===== src/rtl/addsub_arbiter.sv =====
// Round-robin arbiter/sequencer sharing one external combinational adder/subtractor.
// Accepts one operation at a time, runs it through the shared unit and returns the result.
module addsub_arbiter #(
    parameter int N_REQ = 4,
    parameter int WIDTH = 6
) (
    input  logic                   clk,
    input  logic                   rst_n,
    input  logic [N_REQ-1:0]       req_valid,
    output logic [N_REQ-1:0]       req_ready,
    input  logic [N_REQ*WIDTH-1:0] req_a,
    input  logic [N_REQ*WIDTH-1:0] req_b,
    input  logic [N_REQ-1:0]       req_sub,
    output logic [N_REQ-1:0]       resp_valid,
    input  logic [N_REQ-1:0]       resp_ready,
    output logic [WIDTH-1:0]       resp_data,
    output logic [WIDTH-1:0]       alu_a,
    output logic [WIDTH-1:0]       alu_b,
    output logic                   alu_s,
    input  logic [WIDTH-1:0]       alu_answer,
    output logic                   busy,
    output logic [2:0]             grant_id
);

    typedef enum logic [1:0] {IDLE, EXEC, RESP} state_t;

    state_t             state_q, state_d;
    logic [2:0]         ptr_q, ptr_d;
    logic [2:0]         grant_q, grant_d;
    logic [WIDTH-1:0]   op_a_q, op_a_d;
    logic [WIDTH-1:0]   op_b_q, op_b_d;
    logic               op_s_q, op_s_d;
    logic [WIDTH-1:0]   result_q, result_d;

    logic               gnt_found;
    logic [2:0]         gnt_idx;
    logic [3:0]         slot;
    logic [WIDTH-1:0]   sel_a, sel_b;
    logic               sel_s;
    logic               resp_hit;

    // Scan from ptr upward with wrap; the first valid requester wins.
    always_comb begin
        gnt_found = 1'b0;
        gnt_idx   = '0;
        slot      = '0;
        for (int k = 0; k < N_REQ; k++) begin
            slot = {1'b0, ptr_q} + 4'(k);
            if (slot >= 4'(N_REQ)) slot = slot - 4'(N_REQ);
            for (int i = 0; i < N_REQ; i++) begin
                if (!gnt_found && slot == 4'(i) && req_valid[i]) begin
                    gnt_found = 1'b1;
                    gnt_idx   = 3'(i);
                end
            end
        end
    end

    always_comb begin
        sel_a    = '0;
        sel_b    = '0;
        sel_s    = 1'b0;
        resp_hit = 1'b0;
        for (int i = 0; i < N_REQ; i++) begin
            if (gnt_idx == 3'(i)) begin
                sel_a = req_a[i*WIDTH +: WIDTH];
                sel_b = req_b[i*WIDTH +: WIDTH];
                sel_s = req_sub[i];
            end
            if (grant_q == 3'(i) && resp_ready[i]) resp_hit = 1'b1;
        end
    end

    always_comb begin
        state_d  = state_q;
        ptr_d    = ptr_q;
        grant_d  = grant_q;
        op_a_d   = op_a_q;
        op_b_d   = op_b_q;
        op_s_d   = op_s_q;
        result_d = result_q;
        case (state_q)
            IDLE: begin
                if (gnt_found) begin
                    op_a_d  = sel_a;
                    op_b_d  = sel_b;
                    op_s_d  = sel_s;
                    grant_d = gnt_idx;
                    state_d = EXEC;
                end
            end
            EXEC: begin
                result_d = alu_answer;
                state_d  = RESP;
            end
            RESP: begin
                if (resp_hit) begin
                    ptr_d   = (grant_q == 3'(N_REQ - 1)) ? 3'd0 : grant_q + 3'd1;
                    state_d = IDLE;
                end
            end
            default: state_d = IDLE;
        endcase
    end

    always_ff @(posedge clk or negedge rst_n) begin
        if (!rst_n) begin
            state_q  <= IDLE;
            ptr_q    <= '0;
            grant_q  <= '0;
            op_a_q   <= '0;
            op_b_q   <= '0;
            op_s_q   <= 1'b0;
            result_q <= '0;
        end else begin
            state_q  <= state_d;
            ptr_q    <= ptr_d;
            grant_q  <= grant_d;
            op_a_q   <= op_a_d;
            op_b_q   <= op_b_d;
            op_s_q   <= op_s_d;
            result_q <= result_d;
        end
    end

    always_comb begin
        req_ready  = '0;
        resp_valid = '0;
        for (int i = 0; i < N_REQ; i++) begin
            req_ready[i]  = (state_q == IDLE) && gnt_found && (gnt_idx == 3'(i));
            resp_valid[i] = (state_q == RESP) && (grant_q == 3'(i));
        end
    end

    // Result is only presented while a response is pending.
    assign resp_data = (state_q == RESP) ? result_q : '0;
    assign alu_a     = op_a_q;
    assign alu_b     = op_b_q;
    assign alu_s     = op_s_q;
    assign busy      = (state_q != IDLE);
    assign grant_id  = grant_q;

endmodule


===== config.mk =====
export PLATFORM = sky130hd
export DESIGN_NAME = addsub_arbiter
export DESIGN_NICKNAME = d
export VERILOG_FILES = /design/src/rtl/addsub_arbiter.sv
export SDC_FILE = /design/constraint.sdc
export NUM_CORES = 1
export LEC_CHECK = 0
export ABC_AREA = 0
export CORE_AREA = 2 2 70 72
export DETAILED_ROUTE_END_ITERATION = 10
export DIE_AREA = 0 0 72 74
export HOLD_SLACK_MARGIN = 0.12
export PLACE_DENSITY = 0.9
export REMOVE_ABC_BUFFERS = 1
export SYNTH_ARGS = -nofsm -noshare
export SYNTH_HDL_FRONTEND = slang
export SYNTH_SLANG_ARGS = --single-unit

===== constraint.sdc =====
create_clock -name clk -period 4.1 [get_ports clk]
set_clock_uncertainty 0.05 [all_clocks]
set_input_delay 0.82 -clock clk [delete_from_list [all_inputs] [get_ports clk]]
set_output_delay 0.82 -clock clk [all_outputs]
set_load 0.01 [all_outputs]

; After elaboration in Yosys (flattened, before gate mapping)
; Cells that the tools add are included.
; W data, S select, Z words.
[classes]
n_reduce_logical = 70
n_lt_le_gt_ge = 4
muxes = 56
addsub = 8
eq_ne = 22
[op_table]
columns = cell, n
row1 = $mux W6, 9
row2 = $mux W3, 15
row3 = $logic_and A1 B1 Y1, 44
row4 = $eq A4 B2 Y1 const B, 8
row5 = $mux W1, 25
row6 = $eq A4 B1 Y1 const B, 4
row7 = $logic_not A4 Y1, 4
row8 = $mux W4, 4
row9 = $logic_not A1 Y1, 15
row10 = $eq A3 B2 Y1 const B, 4
row11 = $ge A4 B3 Y1 const B, 3
row12 = $sub A4 B3 Y4 const B, 3
row13 = $add A3 B2 Y4 const B, 2
row14 = $eq A3 B1 Y1 const B, 2
row15 = $logic_not A3 Y1, 2
row16 = $pmux W2 S3, 1
row17 = $reduce_and A2 Y1, 3
row18 = $add A3 B1 Y4 const B, 1
row19 = $mux W2, 2
row20 = $ne A2 B2 Y1 const B, 2
row21 = $sub A3 B3 Y4 const B, 1
row22 = $add A3 B1 Y3 const B, 1
row23 = $ge A3 B3 Y1 const B, 1
row24 = $eq A2 B1 Y1 const B, 1
row25 = 3 further kinds, 3
[totals]
input_bits = 68
elab_cells = 167
out_inout_bits = 31
reg_bits = 27

; Longest topological paths before layout
[logic_depth]
ltp_word = 70
depth_mapped = 13
ltp_nobuf = 9

; Worst setup path before layout
; Ideal clock, no wire load.
[synth_path]
path_kind = input to output
from = input req_valid[1]
to = output req_ready[2]
arrival_time_ns = 2.327
path_stages = 7
required_time_ns = 3.230
path_buffers = 2
setup_slack_ns = 0.903
path_cell_list = or3_4 > a32oi_4 > a21oi_2 > and2_1 > buf_2 > buf_2 > and3_1
[synth_via]
elab_chain_cells = 60
word_cells_on_any_way = 76
cone_classes = eq/ne (1) / mux (30) / reduce/logical (45)
[synth_lines]
columns = element, line
row1 = "start, declared", 9  ; input logic [N_REQ-1:0] req_valid,
row2 = $logic_and A1 B1 Y1, 51  ; if (!gnt_found && slot == 4'(i) && req_valid[i]) begin
row3 = $mux W1, 51
row4 = $logic_not A1 Y1, 51
row5 = $logic_and A1 B1 Y1 (2 in series), 51
row6 = $mux W1, 51
row7 = $logic_not A1 Y1, 51
row8 = $logic_and A1 B1 Y1 (2 in series), 51
row9 = $mux W1, 51
row10 = [40 not listed], n/a
row11 = $logic_not A1 Y1, 51
row12 = $logic_and A1 B1 Y1 (2 in series), 51
row13 = $mux W1, 51
row14 = $logic_not A1 Y1, 51
row15 = $logic_and A1 B1 Y1 (2 in series), 51
row16 = $mux W3 or $mux W1 (tied branches), 51
row17 = $eq A3 B2 Y1 or $logic_and A1 B1 Y1 (tied branches), 130  ; req_ready[i] = (state_q == IDLE) && gnt_found && (gnt_idx == 3'(i));
row18 = $logic_and A1 B1 Y1 *, 130
row19 = "end, declared", 10  ; output logic [N_REQ-1:0] req_ready,
; Every way passes the cells marked *; elsewhere a longest branch is shown, timed or not.

; Final worst setup path
[layout_path]
from = input req_valid[1]
to = output req_ready[3]
; Same word-level chain as after synthesis.

==> flow_metrics.py <==
metrics = {
    "critical_path": {
        "cp_max_fo": 7,
        "crit_path_start_kind": "input pin",
        "crit_type": "input pin to output pin",
        "cp.required_ns": 3.23,
        "crit_family": "buffers and inverters",
        "regToRegSetupSlack_ns": 1.38,
        "crit_path_top_delay_cell": "clkdlybuf4s50_1",
        "r2r_start": "ptr_q[1]",
        "path_buf_inv": 2,
        "reg2reg_to": "alu_a[5]",
        "max_stage_delay_ns": 0.56,
        "path_cells": "clkdlybuf4s50_1 -> or3_4 -> a32oi_4 -> o211ai_4 -> a22oi_4 -> and2_1 -> clkdlybuf4s50_1",
        "reg2reg_depth": 11,
        "worst_path_most_repeated_cell": "clkdlybuf4s50_1",
        "critical_path_arrival_ns": 3.10,
        "cp-end-kind": "output pin",
    },
    "hold_path": {
        "hold_depth": 1,
        "hold_end": "result_q[5]",
        "hp-start": "result_q[5]",
        "hold_path.class": "flip-flop to flip-flop",
    },
    "clock_tree": {
        "numCtsBuffers": 3,
        "insertion_delay_ns": 0.27,
        "cts_tree": "built",
        "hold_buffers": 0,
        "cts_buffer_depth": 2,
        "htreeDepth": 1,
        "root_buffer": "clkbuf_8",
        "cts_sinks": 25,
        "clk_pin_slew_ns": 0.09,
        "cts.repair.resized": 0,
        "postCtsSetupBuffers": 0,
    },
    "logic_synthesis": {
        "synthAdderAreaFrac_pct": 5.31,
        "synthXorXnorAreaFrac_pct": 0,
        "synthMuxAreaShare_pct": 4.71,
        "synth_warnings": 0,
        "ys_seq_area_share_pct": 33.2,
        "synth_simple_gate_area_share_pct": 19.9,
        "synth_top_area_share_pct": 33.2,
        "async_reset_ff_share_pct": 100,
        "synth_cell_types": 53,
        "yosysTopAreaCell": "dfrtp_1",
        "synth_area_leaders": "dfrtp_1 (33%), ha_1 (5.3%), a32oi_1 (5.1%)",
        "ys_ff_latch": 25,
        "synth_top_family_by_area": "compound AO/OA/AOI/OAI gates",
        "synth_area_um2": 1880,
        "netlist_instances": 198,
        "synth-compound-area-share_pct": 30.5,
        "yosysMostFrequentCell": "dfrtp_1",
        "synthFlopType": "dfrtp_1",
        "synth_area_per_cell_um2": 9.52,
        "synthTopCellsByCount": "dfrtp_1 (25), nor2_1 (17), and2_1 (14)",
        "synth_edf_count": 0,
    },
    "sta": {
        "fmax_mhz": 252,
        "worstMarginPinSlew_ns": 1.07,
        "slew_viol_final": 0,
        "rsz0062_at_grt": "false",
        "slew_headroom_pct": 28.7,
        "final.min_clock_period_ns": 3.97,
        "finalSetupTns_ns": 0,
        "setup_viol": 0,
        "hold_viol_final": 0,
        "min_period_over_period_pct": 96.9,
    },
    "floorplanning": {
        "die_h_um": 74,
        "row_count": 25,
        "start_util_pct": 41.0,
        "die_x_um": 72,
        "pin_count": 99,
        "die_area_um2": 5330,
        "core_um2": 4600,
    },
    "global_routing": {
        "antenna_found_initial": 0,
        "grt_overflow": 0,
        "grt_pass1_vias": 2043,
        "grt_max_degree": 25,
        "grt_usage_pct": 21.5,
        "grt_pass1_wl_um": 9270,
    },
    "detailed_routing": {
        "vias_per_cell": 5.52,
        "drtIter0Drc": 111,
        "routedWlPerCell_um": 15.4,
        "firstDrtPassIters": 4,
        "vias": 1961,
        "drc": 0,
        "finalWirelength_um": 5460,
        "detail-route-antenna-nets": 0,
    },
    "run": {
        "cap_violations": 0,
    },
    "power_and_ir_drop": {
        "pwr-share-seq_pct": 23.9,
        "power.switching_mw": 0.830,
        "switching_share_pct": 42.7,
        "pwr-share-comb_pct": 68.4,
        "p_int_mw": 1.11,
        "p_leak_nw": 1.19,
        "clockPowerShare_pct": 7.7,
        "cellPowerDensity_nw_per_um2": 646,
        "vdd_drop_max_uv": 398,
    },
    "placement": {
        "gp_congestion": 0.862,
        "dp_cells": 351,
        "io_buffers": 97,
        "hpwl_um": 4310,
    },
    "final_layout": {
        "layout.cells.non_filler": 355,
        "fin_nets": 378,
        "drive_gt1_share_pct": 13.6,
        "diodes": 0,
        "areaGrowthSynthToFinish_pct": 59.6,
    },
    "status": {
        "status": "finished clean",
    },
}
-- worst max-delay path by stage --
| stage | startpoint | to | depth (start not counted) |
|---|---|---|---|
| global route | ptr_q[0] | req_ready[0] | 9 |
| floorplan | ptr_q[1] | req_ready[0] | 8 |
| finish | req_valid[1] | req_ready[3] | 7 |
| detailed placement | req_valid[1] | req_ready[3] | 7 |
| global placement | req_valid[1] | req_ready[3] | 7 |
| CTS | req_valid[1] | req_ready[3] | 7 |
-- kinds of logic after synthesis --
| kind of cell | Yosys count |
|---|---|
| buf+inv | 23 |
| fa+ha+maj | 8 |
| flops | 25 |
| mux | 8 |
| simple gates | 66 |
| other cells | 2 |
| compound gates | 66 |
-- power groups by stage --
stage               Sequential (mW)  Clock (mW)  Combinational (mW)
global route                  0.485       0.162                1.46
finish                        0.465       0.150                1.33
global placement              0.464           0                1.30
CTS                           0.464       0.153                1.34
floorplan                     0.500           0               0.713
detailed placement            0.470           0                1.33
-- per-stage QoR --
| stage | hold slack (ns) | util (%) | cell area, um^2 | setup WS, ns | power [mW] |
|---|---|---|---|---|---|
| after floorplan | 0.422 | - | 1810 | 0.549 | 1.21 |
| after global placement | 0.430 | 64.4 | 2960 | 0.157 | 1.76 |
| after detailed placement | 0.437 | 64.4 | 2960 | 0.123 | 1.80 |
| after CTS | 0.459 | 65.4 | 3010 | 0.134 | 1.96 |
| after global routing | 0.487 | 65.4 | 3010 | 0.0158 | 2.11 |
| final | 0.455 | 65.4 | 3010 | 0.126 | 1.94 |
-- final cells by class --
| cell class | count | area, um^2 |
|---|---|---|
| fill | 382 | 1590 |
| clock buffer | 3 | 41.3 |
| sequential | 25 | 626 |
| inverter | 7 | 26.3 |
| timing repair buffer | 112 | 1080 |
| clock inverter | 1 | 7.51 |
| tap | 54 | 67.6 |
| multi-input combinational | 153 | 1160 |
-- layer usage --
metal	wire (um)	part of all wire [%]	up-vias	track usage [%]
li1	-	-	964	-
met1	2230	41	913	25.6
met2	2830	52	78	39.1
met3	327	6.0	6	4.20
met4	78	1.4	0	7.13
met5	0	0	-	0
-- placed cells by master (no fill, tap or decap), types with 2 or more instances in the layout --
| cell | synthesis | final |
|---|---|---|
| conb_1 | 2 | 5 |
| a32oi_1 | 11 | 11 |
| o21ai_1 | 2 | 2 |
| inv_1 | 7 | 7 |
| clkbuf_8 | 0 | 3 |
| mux2_2 | 7 | 7 |
| nand3_1 | 4 | 4 |
| o221ai_1 | 11 | 11 |
| dfrtp_1 | 25 | 25 |
| o22ai_1 | 2 | 2 |
| a41oi_1 | 2 | 2 |
| a211o_1 | 2 | 2 |
| or2_2 | 2 | 2 |
| a31oi_1 | 10 | 10 |
| and3_1 | 2 | 2 |
| buf_4 | 2 | 15 |
| ha_1 | 8 | 8 |
| o21ai_0 | 3 | 3 |
| nand2b_1 | 5 | 5 |
| a221oi_1 | 2 | 2 |
| or3_4 | 2 | 2 |
| clkdlybuf4s50_1 | 0 | 97 |
| nand2_1 | 7 | 7 |
| and4_1 | 2 | 2 |
| nor2_1 | 17 | 17 |
| a21oi_1 | 5 | 5 |
| nor3_1 | 2 | 2 |
| and2_1 | 14 | 14 |
| nor2b_1 | 3 | 3 |
-- sequential cells by signal (all words and copies together) (netlist names) --
register  flops
grant_id      2
alu_a         6
ptr_q         2
result_q      6
state_q       2
alu_s         1
alu_b         6
Power figures use the tool's default switching activity.
